===== src/rtl/multicycle_ctrl_if.sv =====
`default_nettype none
// ============================================================================
//  Module      : multicycle_ctrl_if
//  Description : Control bundle between the multi-cycle control unit and the
//                datapath. It carries the instruction and status inputs, plus
//                every latch enable, mux select, opcode and memory request
//                produced by the controller.
//                  master : the control unit (drives the controls)
//                  slave  : the datapath / memory side (drives Inst, flag,
//                           Mem_Ack)
//  Revision    : 1.0 - initial release
// ============================================================================
interface multicycle_ctrl_if;

    logic [31:0] Inst;
    logic        flag;
    logic        Mem_Ack;

    logic        Write_PC;
    logic        Write_IR;
    logic        Write_Reg;
    logic        LA;
    logic        LB;
    logic        LC;
    logic        LF;
    logic        S;
    logic [1:0]  rm_imm_s;
    logic [1:0]  rs_imm_s;
    logic [3:0]  ALU_OP;
    logic [2:0]  SHIFT_OP;
    logic [1:0]  PC_s;
    logic        W_Addr_s;
    logic [1:0]  W_Data_s;
    logic        Mem_Req;
    logic        Mem_Wr;
    logic        Und_Ins;
    logic [2:0]  ST;

    modport master (
        input  Inst, flag, Mem_Ack,
        output Write_PC, Write_IR, Write_Reg, LA, LB, LC, LF, S,
               rm_imm_s, rs_imm_s, ALU_OP, SHIFT_OP, PC_s,
               W_Addr_s, W_Data_s, Mem_Req, Mem_Wr, Und_Ins, ST
    );

    modport slave (
        output Inst, flag, Mem_Ack,
        input  Write_PC, Write_IR, Write_Reg, LA, LB, LC, LF, S,
               rm_imm_s, rs_imm_s, ALU_OP, SHIFT_OP, PC_s,
               W_Addr_s, W_Data_s, Mem_Req, Mem_Wr, Und_Ins, ST
    );

endinterface
`default_nettype wire


===== src/rtl/multicycle_ctrl.sv =====
`default_nettype none
// ============================================================================
//  Module      : multicycle_ctrl
//  Description : Multi-cycle control unit. Decodes the 32-bit instruction into
//                DP0/DP1/DP2/LDST/BR/UND classes and sequences the datapath
//                through IDLE/FETCH/DECODE/EXEC/MEM/WB/BR.
//  Ports       : clk  - system clock, everything updates on posedge
//                Rst  - synchronous active-high reset
//                bus  - multicycle_ctrl_if.master: Inst/flag/Mem_Ack in,
//                       all enables, selects, opcodes, memory request,
//                       Und_Ins pulse and current state ST out
//  Revision    : 1.0 - initial release
// ============================================================================
module multicycle_ctrl (
    input  logic              clk,
    input  logic              Rst,
    multicycle_ctrl_if.master bus
);

    localparam logic [2:0] c_ST_IDLE   = 3'd0;
    localparam logic [2:0] c_ST_FETCH  = 3'd1;
    localparam logic [2:0] c_ST_DECODE = 3'd2;
    localparam logic [2:0] c_ST_EXEC   = 3'd3;
    localparam logic [2:0] c_ST_WB     = 3'd4;
    localparam logic [2:0] c_ST_MEM    = 3'd5;
    localparam logic [2:0] c_ST_BR     = 3'd6;

    // ---------------- instruction class decode ----------------
    logic       w_rd_pc, w_is_dp0, w_is_dp1, w_is_dp2, w_is_dp;
    logic       w_is_ldst, w_is_br, w_is_und, w_load, w_link;
    logic [3:0] w_op, w_alu_dec;
    logic [1:0] w_shtype;

    always_comb begin
        w_op      = bus.Inst[24:21];
        w_shtype  = bus.Inst[6:5];
        w_load    = bus.Inst[20];
        w_link    = bus.Inst[24];
        w_rd_pc   = (bus.Inst[15:12] == 4'hF);
        w_is_dp0  = (bus.Inst[27:25] == 3'b000) && !bus.Inst[4];
        w_is_dp1  = (bus.Inst[27:25] == 3'b000) && bus.Inst[4] && !bus.Inst[7];
        w_is_dp2  = (bus.Inst[27:25] == 3'b001);
        // Writing the PC through DP/LDST is not supported: treated as UND.
        w_is_dp   = (w_is_dp0 || w_is_dp1 || w_is_dp2) && !w_rd_pc;
        w_is_ldst = (bus.Inst[27:25] == 3'b010) && !w_rd_pc;
        w_is_br   = (bus.Inst[27:25] == 3'b101);
        w_is_und  = !(w_is_dp || w_is_ldst || w_is_br);

        // Compare/test ops reuse the arithmetic/logic ALU codes.
        if (w_is_ldst) begin
            w_alu_dec = bus.Inst[23] ? 4'b0100 : 4'b0010;
        end else if (w_is_br) begin
            w_alu_dec = 4'b0000;
        end else begin
            case (w_op)
                4'b1000: w_alu_dec = 4'b0000;
                4'b1001: w_alu_dec = 4'b0001;
                4'b1010: w_alu_dec = 4'b0010;
                4'b1011: w_alu_dec = 4'b0100;
                default: w_alu_dec = w_op;
            endcase
        end
    end

    // ---------------- state register and registered outputs ----------------
    logic [2:0] r_st, w_next_st;
    logic       r_write_pc, r_write_ir, r_write_reg, r_la, r_lb, r_lc, r_lf, r_s;
    logic       r_w_addr_s, r_mem_req, r_mem_wr, r_und_ins;
    logic [1:0] r_rm_imm_s, r_rs_imm_s, r_pc_s, r_w_data_s;
    logic [3:0] r_alu_op;
    logic [2:0] r_shift_op;

    logic       w_write_pc, w_write_ir, w_write_reg, w_la, w_lb, w_lc, w_lf, w_s;
    logic       w_w_addr_s, w_mem_req, w_mem_wr, w_und_ins;
    logic [1:0] w_rm_imm_s, w_rs_imm_s, w_pc_s, w_w_data_s;
    logic [3:0] w_alu_op;
    logic [2:0] w_shift_op;

    always_ff @(posedge clk) begin
        if (Rst) begin
            r_st        <= c_ST_IDLE;
            r_write_pc  <= 1'b0;
            r_write_ir  <= 1'b0;
            r_write_reg <= 1'b0;
            r_la        <= 1'b0;
            r_lb        <= 1'b0;
            r_lc        <= 1'b0;
            r_lf        <= 1'b0;
            r_s         <= 1'b0;
            r_rm_imm_s  <= 2'b00;
            r_rs_imm_s  <= 2'b00;
            r_alu_op    <= 4'b0000;
            r_shift_op  <= 3'b000;
            r_pc_s      <= 2'b00;
            r_w_addr_s  <= 1'b0;
            r_w_data_s  <= 2'b00;
            r_mem_req   <= 1'b0;
            r_mem_wr    <= 1'b0;
            r_und_ins   <= 1'b0;
        end else begin
            r_st        <= w_next_st;
            r_write_pc  <= w_write_pc;
            r_write_ir  <= w_write_ir;
            r_write_reg <= w_write_reg;
            r_la        <= w_la;
            r_lb        <= w_lb;
            r_lc        <= w_lc;
            r_lf        <= w_lf;
            r_s         <= w_s;
            r_rm_imm_s  <= w_rm_imm_s;
            r_rs_imm_s  <= w_rs_imm_s;
            r_alu_op    <= w_alu_op;
            r_shift_op  <= w_shift_op;
            r_pc_s      <= w_pc_s;
            r_w_addr_s  <= w_w_addr_s;
            r_w_data_s  <= w_w_data_s;
            r_mem_req   <= w_mem_req;
            r_mem_wr    <= w_mem_wr;
            r_und_ins   <= w_und_ins;
        end
    end

    // Next state, and the outputs belonging to that next state, so the
    // registered outputs are valid for the whole state.
    always_comb begin
        w_next_st   = c_ST_FETCH;
        w_write_pc  = 1'b0;
        w_write_ir  = 1'b0;
        w_write_reg = 1'b0;
        w_la        = 1'b0;
        w_lb        = 1'b0;
        w_lc        = 1'b0;
        w_lf        = 1'b0;
        w_s         = 1'b0;
        w_rm_imm_s  = 2'b00;
        w_rs_imm_s  = 2'b00;
        w_alu_op    = 4'b0000;
        w_shift_op  = 3'b000;
        w_pc_s      = 2'b00;
        w_w_addr_s  = 1'b0;
        w_w_data_s  = 2'b00;
        w_mem_req   = 1'b0;
        w_mem_wr    = 1'b0;
        w_und_ins   = (r_st == c_ST_FETCH) && bus.flag && w_is_und;

        case (r_st)
            c_ST_IDLE:   w_next_st = c_ST_FETCH;
            c_ST_FETCH:  w_next_st = (bus.flag && !w_is_und) ? c_ST_DECODE : c_ST_FETCH;
            c_ST_DECODE: w_next_st = w_is_br ? c_ST_BR : c_ST_EXEC;
            c_ST_EXEC:   w_next_st = w_is_ldst ? c_ST_MEM : c_ST_WB;
            c_ST_MEM: begin
                if (!bus.Mem_Ack) begin
                    w_next_st = c_ST_MEM;
                end else begin
                    w_next_st = w_load ? c_ST_WB : c_ST_FETCH;
                end
            end
            default:     w_next_st = c_ST_FETCH;
        endcase

        case (w_next_st)
            c_ST_FETCH: begin
                w_write_pc = 1'b1;
                w_write_ir = 1'b1;
            end
            c_ST_DECODE: begin
                w_la = 1'b1;
                w_lb = 1'b1;
                w_lc = 1'b1;
            end
            c_ST_EXEC: begin
                w_lf     = 1'b1;
                w_alu_op = w_alu_dec;
                if (w_is_ldst) begin
                    w_rm_imm_s = 2'b10;
                    w_rs_imm_s = 2'b11;
                end else if (w_is_dp2) begin
                    w_rm_imm_s = 2'b01;
                    w_rs_imm_s = 2'b10;
                    w_shift_op = 3'b111;
                    w_s        = bus.Inst[20];
                end else if (w_is_dp1) begin
                    w_rs_imm_s = 2'b01;
                    w_shift_op = {w_shtype, 1'b1};
                    w_s        = bus.Inst[20];
                end else begin
                    w_shift_op = {w_shtype, 1'b0};
                    w_s        = bus.Inst[20];
                end
            end
            c_ST_MEM: begin
                w_mem_req = 1'b1;
                w_mem_wr  = !w_load;
                w_alu_op  = w_alu_dec;
            end
            c_ST_WB: begin
                w_alu_op = w_alu_dec;
                if (w_is_ldst) begin
                    w_write_reg = 1'b1;
                    w_w_data_s  = 2'b01;
                end else begin
                    // TST/TEQ/CMP/CMN only update flags.
                    w_write_reg = !w_op[3] || w_op[2];
                end
            end
            c_ST_BR: begin
                w_write_pc = 1'b1;
                w_pc_s     = 2'b01;
                if (w_link) begin
                    w_write_reg = 1'b1;
                    w_w_addr_s  = 1'b1;
                    w_w_data_s  = 2'b10;
                end
            end
            default: ;
        endcase
    end

    assign bus.ST        = r_st;
    assign bus.Write_PC  = r_write_pc;
    assign bus.Write_IR  = r_write_ir;
    assign bus.Write_Reg = r_write_reg;
    assign bus.LA        = r_la;
    assign bus.LB        = r_lb;
    assign bus.LC        = r_lc;
    assign bus.LF        = r_lf;
    assign bus.S         = r_s;
    assign bus.rm_imm_s  = r_rm_imm_s;
    assign bus.rs_imm_s  = r_rs_imm_s;
    assign bus.ALU_OP    = r_alu_op;
    assign bus.SHIFT_OP  = r_shift_op;
    assign bus.PC_s      = r_pc_s;
    assign bus.W_Addr_s  = r_w_addr_s;
    assign bus.W_Data_s  = r_w_data_s;
    assign bus.Mem_Req   = r_mem_req;
    assign bus.Mem_Wr    = r_mem_wr;
    assign bus.Und_Ins   = r_und_ins;

endmodule
`default_nettype wire

===== src/flat_wrapper.sv =====
// flat-port wrapper written by rule: the top's interface ports become plain ports
module multicycle_ctrl_flat 
  (clk, Rst, bus_Inst, bus_flag, bus_Mem_Ack, bus_Write_PC, bus_Write_IR, bus_Write_Reg, bus_LA, bus_LB, bus_LC, bus_LF, bus_S, bus_rm_imm_s, bus_rs_imm_s, bus_ALU_OP, bus_SHIFT_OP, bus_PC_s, bus_W_Addr_s, bus_W_Data_s, bus_Mem_Req, bus_Mem_Wr, bus_Und_Ins, bus_ST);
  multicycle_ctrl_if bus_i ();
  input  logic clk;
  input  logic Rst;
  input wire logic [$bits(bus_i.Inst)-1:0] bus_Inst;
  input wire logic [$bits(bus_i.flag)-1:0] bus_flag;
  input wire logic [$bits(bus_i.Mem_Ack)-1:0] bus_Mem_Ack;
  output wire logic [$bits(bus_i.Write_PC)-1:0] bus_Write_PC;
  output wire logic [$bits(bus_i.Write_IR)-1:0] bus_Write_IR;
  output wire logic [$bits(bus_i.Write_Reg)-1:0] bus_Write_Reg;
  output wire logic [$bits(bus_i.LA)-1:0] bus_LA;
  output wire logic [$bits(bus_i.LB)-1:0] bus_LB;
  output wire logic [$bits(bus_i.LC)-1:0] bus_LC;
  output wire logic [$bits(bus_i.LF)-1:0] bus_LF;
  output wire logic [$bits(bus_i.S)-1:0] bus_S;
  output wire logic [$bits(bus_i.rm_imm_s)-1:0] bus_rm_imm_s;
  output wire logic [$bits(bus_i.rs_imm_s)-1:0] bus_rs_imm_s;
  output wire logic [$bits(bus_i.ALU_OP)-1:0] bus_ALU_OP;
  output wire logic [$bits(bus_i.SHIFT_OP)-1:0] bus_SHIFT_OP;
  output wire logic [$bits(bus_i.PC_s)-1:0] bus_PC_s;
  output wire logic [$bits(bus_i.W_Addr_s)-1:0] bus_W_Addr_s;
  output wire logic [$bits(bus_i.W_Data_s)-1:0] bus_W_Data_s;
  output wire logic [$bits(bus_i.Mem_Req)-1:0] bus_Mem_Req;
  output wire logic [$bits(bus_i.Mem_Wr)-1:0] bus_Mem_Wr;
  output wire logic [$bits(bus_i.Und_Ins)-1:0] bus_Und_Ins;
  output wire logic [$bits(bus_i.ST)-1:0] bus_ST;
  assign bus_i.Inst = bus_Inst;
  assign bus_i.flag = bus_flag;
  assign bus_i.Mem_Ack = bus_Mem_Ack;
  assign bus_Write_PC = bus_i.Write_PC;
  assign bus_Write_IR = bus_i.Write_IR;
  assign bus_Write_Reg = bus_i.Write_Reg;
  assign bus_LA = bus_i.LA;
  assign bus_LB = bus_i.LB;
  assign bus_LC = bus_i.LC;
  assign bus_LF = bus_i.LF;
  assign bus_S = bus_i.S;
  assign bus_rm_imm_s = bus_i.rm_imm_s;
  assign bus_rs_imm_s = bus_i.rs_imm_s;
  assign bus_ALU_OP = bus_i.ALU_OP;
  assign bus_SHIFT_OP = bus_i.SHIFT_OP;
  assign bus_PC_s = bus_i.PC_s;
  assign bus_W_Addr_s = bus_i.W_Addr_s;
  assign bus_W_Data_s = bus_i.W_Data_s;
  assign bus_Mem_Req = bus_i.Mem_Req;
  assign bus_Mem_Wr = bus_i.Mem_Wr;
  assign bus_Und_Ins = bus_i.Und_Ins;
  assign bus_ST = bus_i.ST;
  multicycle_ctrl u_core (.clk(clk), .Rst(Rst), .bus(bus_i));
endmodule

===== config.mk =====
export PLATFORM = sky130hd
export DESIGN_NAME = multicycle_ctrl_flat
export DESIGN_NICKNAME = d
export VERILOG_FILES = /design/src/rtl/multicycle_ctrl_if.sv /design/src/rtl/multicycle_ctrl.sv /design/src/flat_wrapper.sv
export SDC_FILE = /design/constraint.sdc
export NUM_CORES = 1
export LEC_CHECK = 0
export BUFFER_PORTS_ARGS = -buffer_cell sky130_fd_sc_hd__buf_4
export CAP_MARGIN = 10
export CORE_ASPECT_RATIO = 1.1
export CORE_MARGIN = 4
export CORE_UTILIZATION = 45
export DETAILED_ROUTE_END_ITERATION = 10
export PLACE_DENSITY = 0.88
export SETUP_SLACK_MARGIN = 0.5
export SYNTH_ARGS = -nofsm -noshare
export SYNTH_HDL_FRONTEND = slang
export SYNTH_SLANG_ARGS = --single-unit

===== constraint.sdc =====
create_clock -name clk -period 3.1 [get_ports clk]
set_input_delay 0.155 -clock clk [delete_from_list [all_inputs] [get_ports clk]]
set_output_delay 0.155 -clock clk [all_outputs]
set_load 0.01 [all_outputs]

==> impl_metrics.csv, run 1 <==
group,metric,value,unit
outcome,status,"complete, no violations",
worst_setup_path,crit_top_cell,"nor2_1",
cts,cts_buffers,3,
global_route,track_usage,0.165,
synthesis,synth_edf_count,0,
synthesis,ys_ff_latch,27,
drt,ant_nets,0,
sta,skew,0.00137,ns
sta,finalMaxSlewViolations,0,
worst_setup_path,crit_path_cell_trace,"nor2_1, a22o_1, a2111o_1, a32oi_1, nor2_1",
worst_setup_path,crit_end,"u_core.bus.ALU_OP[1]",
die,dieArea,3270,µm²
cts,cts_root_buf,"clkbuf_4",
worst_setup_path,r2r-start,"u_core.bus.ST[2]",
global_route,grt_overflow,0,
drt,wire_per_inst,13.3,µm
die,placementRows,18,
cts,cts_num_sinks,27,
cells_and_area,fillers,178,
worst_setup_path,cp.required,3.31,ns
cts,clk_pin_slew_worst_paths,0.13,ns
cells_and_area,layout.nets,195,
worst_setup_path,startpoint,"u_core.bus.ST[2]",
drt,vias,1007,
sta,period_share,0.633,
place,place_hpwl,1.96,mm
hold_path,hold_path.class,"input port to flip-flop",
worst_setup_path,crit_type,"flip-flop to flip-flop",
cts,postCtsSetupBuffers,0,
worst_setup_path,worst_setup_path_end_kind,"flip-flop",
synthesis,syn-num-nets,149,
sta,finalHoldViolCount,0,
drt,drt_iter0_drc,32,
synthesis,ys_types,40,
place,placed_cell_area,1440,µm²
worst_setup_path,path_max_fanout,12,
die,die_h,59.6,µm
cells_and_area,diodes,0,
cts,cts_resized,0,
worst_setup_path,r2r_slack,1.14,ns
die,fp.dieW,54.9,µm
sta,fin_crit,1.96,ns
cells_and_area,final_core_util,0.644,
cells_and_area,area_delta_synth_final,34.6,%
global_route,grt_max_degree,15,
drt,drt-pass1-iter-count,4,
power,p_leak,0.000674,µW
place,port_buffers,48,
cells_and_area,fin_cells,188,
worst_setup_path,timing.rr.end,"u_core.bus.ALU_OP[1]",
synthesis,syn_area,1090,µm²
sta,setup_viol,0,
global_route,grt_pass1_wl,4.06,mm
sta,max_freq,0.509,GHz
drt,drcViolationCount,0,
worst_setup_path,max_stage_delay,0.61,ns
run,maxCapViolations,0,
global_route,antenna_found_initial,0,
cts,holdBufCountCts,0,
place,place.gp.congestion,0.765,
worst_setup_path,cp_slowest_cell,"dfxtp_1",
worst_setup_path,crit_arrival,2.17,ns
global_route,grt_pass1_vias,951,
place,dp.cells,184,
cells_and_area,drive_gt1_frac,0.354,
power,power_density,414,nW/µm²
synthesis,postSynth.topFlopCell,"dfxtp_1",
worst_setup_path,critPathLaunchType,"flip-flop",
die,io_pins,66,
worst_setup_path,ff2ff_path_depth,5,
drt,post_drt_via_cell_ratio,5.36,
synthesis,avgSynthCellArea,9.63,µm²
synthesis,async_flop_share,0,
sta,setup-tns-final,0,ns
power,total_power,606,µW
sta,rsz0062_at_grt,"no",
synthesis,ys_seq_area_frac,0.497,
die,core,2270,µm²
cts,clk_latency,0.31,ns
synthesis,ys.warnings.count,0,
synthesis,synthCells,113,
cts,cts_tree,"yes",
power,ir_worst_vdd,199,µV
cts,clk_path_buf_depth,2,
drt,routed_wl,2.50,mm
die,start_util,0.479,
cells_and_area,fin_area,1470,µm²
cts,cts_max_level,1,
## logic make-up (layout without fill, tap and decap cells)
logic type | Yosys count | in the layout | synth area share
DFF | 27 | 27 | 0.497
buffers and inverters | 11 | 56 | 0.0575
xor gates and xnor gates | 1 | 1 | 0.00805
other | 1 | 1 | 0.00344
and+or+nand+nor | 51 | 51 | 0.269
muxes | 2 | 2 | 0.0184
AOI/OAI and AO/OA | 20 | 20 | 0.147
## through the flow
step / hold WS (ns) / setup slack, ns
floorplan: 0.227 / 1.38
global placement: 0.376 / 1.21
detailed placement: 0.386 / 1.17
CTS: 0.0380 / 1.15
global route: 0.0329 / 1.02
finish: 0.0404 / 1.14
## cells in the final DEF, fill, tap and decap left out, drive strengths merged, types with 4 or more instances in the layout
cell type / count
buf: 48
dfxtp: 27
nor2: 16
a21oi: 7
nor3: 5
inv: 4
nand3: 4
clkbuf: 4
## cell usage after synthesis (3+ instances only)
cell type / count / area, µm²
nor4_1: 3 / 18.8
nand3_1: 3 / 15.0
inv_1: 4 / 15.0
a21oi_1: 7 / 35.0
and3_1: 3 / 18.8
nand2_1: 3 / 11.3
nor2b_1: 3 / 18.8
dfxtp_1: 27 / 541
nor2_1: 16 / 60.1
buf_4: 3 / 22.5
nor3_1: 5 / 25.0
## how the worst min path moves through the flow
stage / from / end / slack (ns) / cells after the start
final: bus_Inst[27] / u_core.bus.rs_imm_s[0] / 0.04 / 2
after global routing: bus_Inst[27] / u_core.bus.rs_imm_s[0] / 0.03 / 2
after CTS: bus_Inst[27] / u_core.bus.rs_imm_s[0] / 0.04 / 2
after detailed placement: bus_Inst[27] / u_core.bus.rs_imm_s[0] / 0.39 / 2
after global placement: bus_Inst[27] / u_core.bus.rs_imm_s[0] / 0.38 / 2
after floorplan: Rst / u_core.bus.ST[0] / 0.23 / 1
## power by group
| part | internal (µW) | total [µW] | switching (µW) |
|---|---|---|---|
| clock network | 50.3 | 147 | 96.6 |
| logic | 47.5 | 96.0 | 48.4 |
| registers | 357 | 363 | 6.55 |
## worst max-delay path, delay by kind of cell (launching register included)
kind / cells / cell delay [ns]
and+or+nand+nor: 2 / 0.19
AOI/OAI and AO/OA: 3 / 1.06
DFF: 1 / 0.61
## sequential cells by signal, indices dropped and copies added, names as in the netlist, 2 cells and up
register and cells:
u_core.bus.ST 3, u_core.bus.W_Data_s 2, u_core.bus.ALU_OP 4, u_core.bus.rs_imm_s 2
u_core.bus.SHIFT_OP 3, u_core.bus.rm_imm_s 2
## cell type report
class	count	area, µm²	share of cell area
inverters	4	15.0	0.0102
multi-input cells	75	485	0.331
well taps	30	37.5	0.0256
clock buffers	4	26.3	0.0179
repair buffers	48	360	0.246
flip-flops and latches	27	541	0.369
## per-layer routing
layer	part of all wire	track usage
met1	0.39	0.200
met2	0.52	0.285
met3	0.077	0.0151
met4	0.014	0.0799
met5	0	0
Note: power is estimated with default switching activity, not from simulation.
==> run 2, diff against run 1 <==
Settings changed: CORE_UTILIZATION 45 to 38, PLACE_DENSITY 0.88 to 0.8.
Clock period 3.1 ns to 1.6 ns, I/O delays scaled along.
==> run 2 against run 1 <==
Effect of this change:
- the flow now finishes with violations (setup timing)
- non-clock buffer count up 26
- count of clock-buffer cells in the layout decreased by 1
- maximum frequency up 13%
- setup slack lost 1.3 ns
- critical path type unchanged
- highest routed layer unchanged
==> impl_metrics.csv, run 2 (synthesis gave the netlist of run 1 again) <==
group,metric,value,unit
outcome,status,"finished with violations",
outcome,failed_checks,"setup timing",
cells_and_area,drive_gt1_frac,0.505,
die,core,2750,µm²
drt,post_drt_via_cell_ratio,5.08,
place,place.gp.congestion,0.870,
worst_setup_path,cp.required,1.86,ns
cts,cts_tree,"yes",
die,placementRows,20,
sta,finalMaxSlewViolations,0,
global_route,grt_max_degree,17,
sta,fin_ws,-0.135,ns
cells_and_area,largest_reg_flops,4,
drt,drcViolationCount,0,
cells_and_area,fin_cells,217,
worst_setup_path,max_stage_delay,0.46,ns
sta,period_share,1.08,
cts,cts_root_buf,"clkbuf_4",
worst_setup_path,crit_type,"flip-flop to flip-flop",
place,place_hpwl,2.09,mm
worst_setup_path,crit_path_cell_trace,"nand4b_1, a22o_1, a2111o_1, nand2b_4, a311oi_2",
global_route,track_usage,0.158,
cells_and_area,multiInputGateArea,604,µm²
cts,cts_max_level,1,
hold_path,hold_path.class,"input port to flip-flop",
global_route,grt_overflow,0,
sta,finalHoldViolCount,0,
cells_and_area,layout_common_cells,"buf_4 (61), dfxtp_1 (25), nor2_1 (15)",
power,switching_share,0.274,
power,comb_power_share,0.227,
cells_and_area,layout.nets,221,
power,p_int,945,µW
sta,rsz0062_at_grt,"yes",
global_route,antenna_found_initial,0,
cts,clk_pin_slew_worst_paths,0.15,ns
drt,drt-pass1-iter-count,4,
cts,clk_path_buf_depth,2,
power,pwr-share-seq,0.536,
cells_and_area,fillers,223,
power,switchingPower,357,µW
worst_setup_path,path_max_fanout,6,
die,io_pins,66,
run,maxCapViolations,0,
power,ir_worst_vdd,464,µV
cts,clk_latency,0.34,ns
sta,fin_crit,1.73,ns
worst_setup_path,r2r_slack,-0.13,ns
die,die_h,64.1,µm
cts,cts_num_sinks,27,
place,place_ws,-0.0880,ns
drt,routed_wl,3.18,mm
sta,setup_viol,21,
worst_setup_path,cp_slowest_cell,"a2111o_1",
sta,max_freq,0.577,GHz
drt,ant_nets,0,
global_route,grt_pass1_vias,1070,
power,p_leak,0.000833,µW
drt,wire_per_inst,14.6,µm
worst_setup_path,critPathLaunchType,"flip-flop",
place,port_buffers,48,
die,dieArea,3790,µm²
cells_and_area,area.sequential,546,µm²
power,power_density,708,nW/µm²
die,fp.dieW,59.0,µm
power,p_clk_frac,0.237,
worst_setup_path,crit_arrival,1.99,ns
drt,vias,1102,
cells_and_area,layout_commonest_cell,"buf_4",
drt,drt_iter0_drc,22,
cells_and_area,diodes,0,
sta,skew,0.00886,ns
place,dp.cells,198,
global_route,grt_pass1_wl,4.71,mm
cells_and_area,area_delta_synth_final,69.0,%
worst_setup_path,worst_setup_path_end_kind,"flip-flop",
cts,cts_buffers,3,
die,start_util,0.395,
-- run 2: cell types whose count changed in the layout (fill, tap and decap cells not counted), sizes merged --
cell         delta
dlygate4sd3     +8
clkbuf          -1
clkinvlp        +1
buf            +18
-- run 2: power groups by stage --
| stage | clock network, µW | registers [µW] | logic (µW) |
|---|---|---|---|
| floorplan | 0 | 725 | 95.2 |
| global placement | 0 | 712 | 217 |
| detailed placement | 0 | 713 | 224 |
| CTS | 305 | 699 | 248 |
| global route | 341 | 701 | 316 |
| finish | 308 | 699 | 295 |
-- run 2: worst max-delay path, delay by kind of cell (launching register included) --
family	cells	cell delay [ns]
AOI/OAI and AO/OA	3	0.86
DFF	1	0.38
and+or+nand+nor	2	0.41
-- run 2: worst paths after layout --
kind	from	end	cells after the start
hold / removal	bus_Inst[20]	u_core.bus.S	3
hold reg to reg	u_core.bus.ST[2]	u_core.bus.Write_PC	4
setup reg to reg	u_core.bus.ST[1]	u_core.bus.Write_Reg	5
setup / recovery	u_core.bus.ST[1]	u_core.bus.Write_Reg	5
-- run 2: metal layers --
metal,vias up,track usage,part of all wire
li1,540,-,-
met1,525,0.185,0.38
met2,30,0.280,0.55
met3,7,0.0303,0.054
met4,0,0.0538,0.015
met5,-,0,0
-- run 2: timing repair --
item	4_1_cts	5_1_grt
setup endpoints to repair	27	28
pin swaps	5	5
resized for setup	7	16
hold buffers	7	1
hold endpoints to repair	7	1
setup buffers	1	6
-- run 2: cell type report --
type                            instances  share of cell area
Inverter                                4             0.00816
Clock buffer                            3              0.0122
Timing Repair Buffer                   74               0.328
Tap cell                               33              0.0224
Sequential cell                        27               0.297
Clock inverter                          1             0.00408
Multi-Input combinational cell         75               0.329
-- run 2: metrics by stage --
| step | utilization | instance area [µm²] | total power, µW | hold slack (ns) | TNS [ns] |
|---|---|---|---|---|---|
| detailed placement | 0.566 | 1560 | 937 | 0.309 | -0.438 |
| CTS | 0.617 | 1700 | 1250 | 0.00605 | -0.594 |
| floorplan | - | 1120 | 820 | 0.143 | -0.0866 |
| finish | 0.668 | 1840 | 1300 | 0.0186 | -1.88 |
| global route | 0.668 | 1840 | 1360 | 0.0229 | -3.85 |
| global placement | 0.566 | 1560 | 929 | 0.306 | -0.217 |
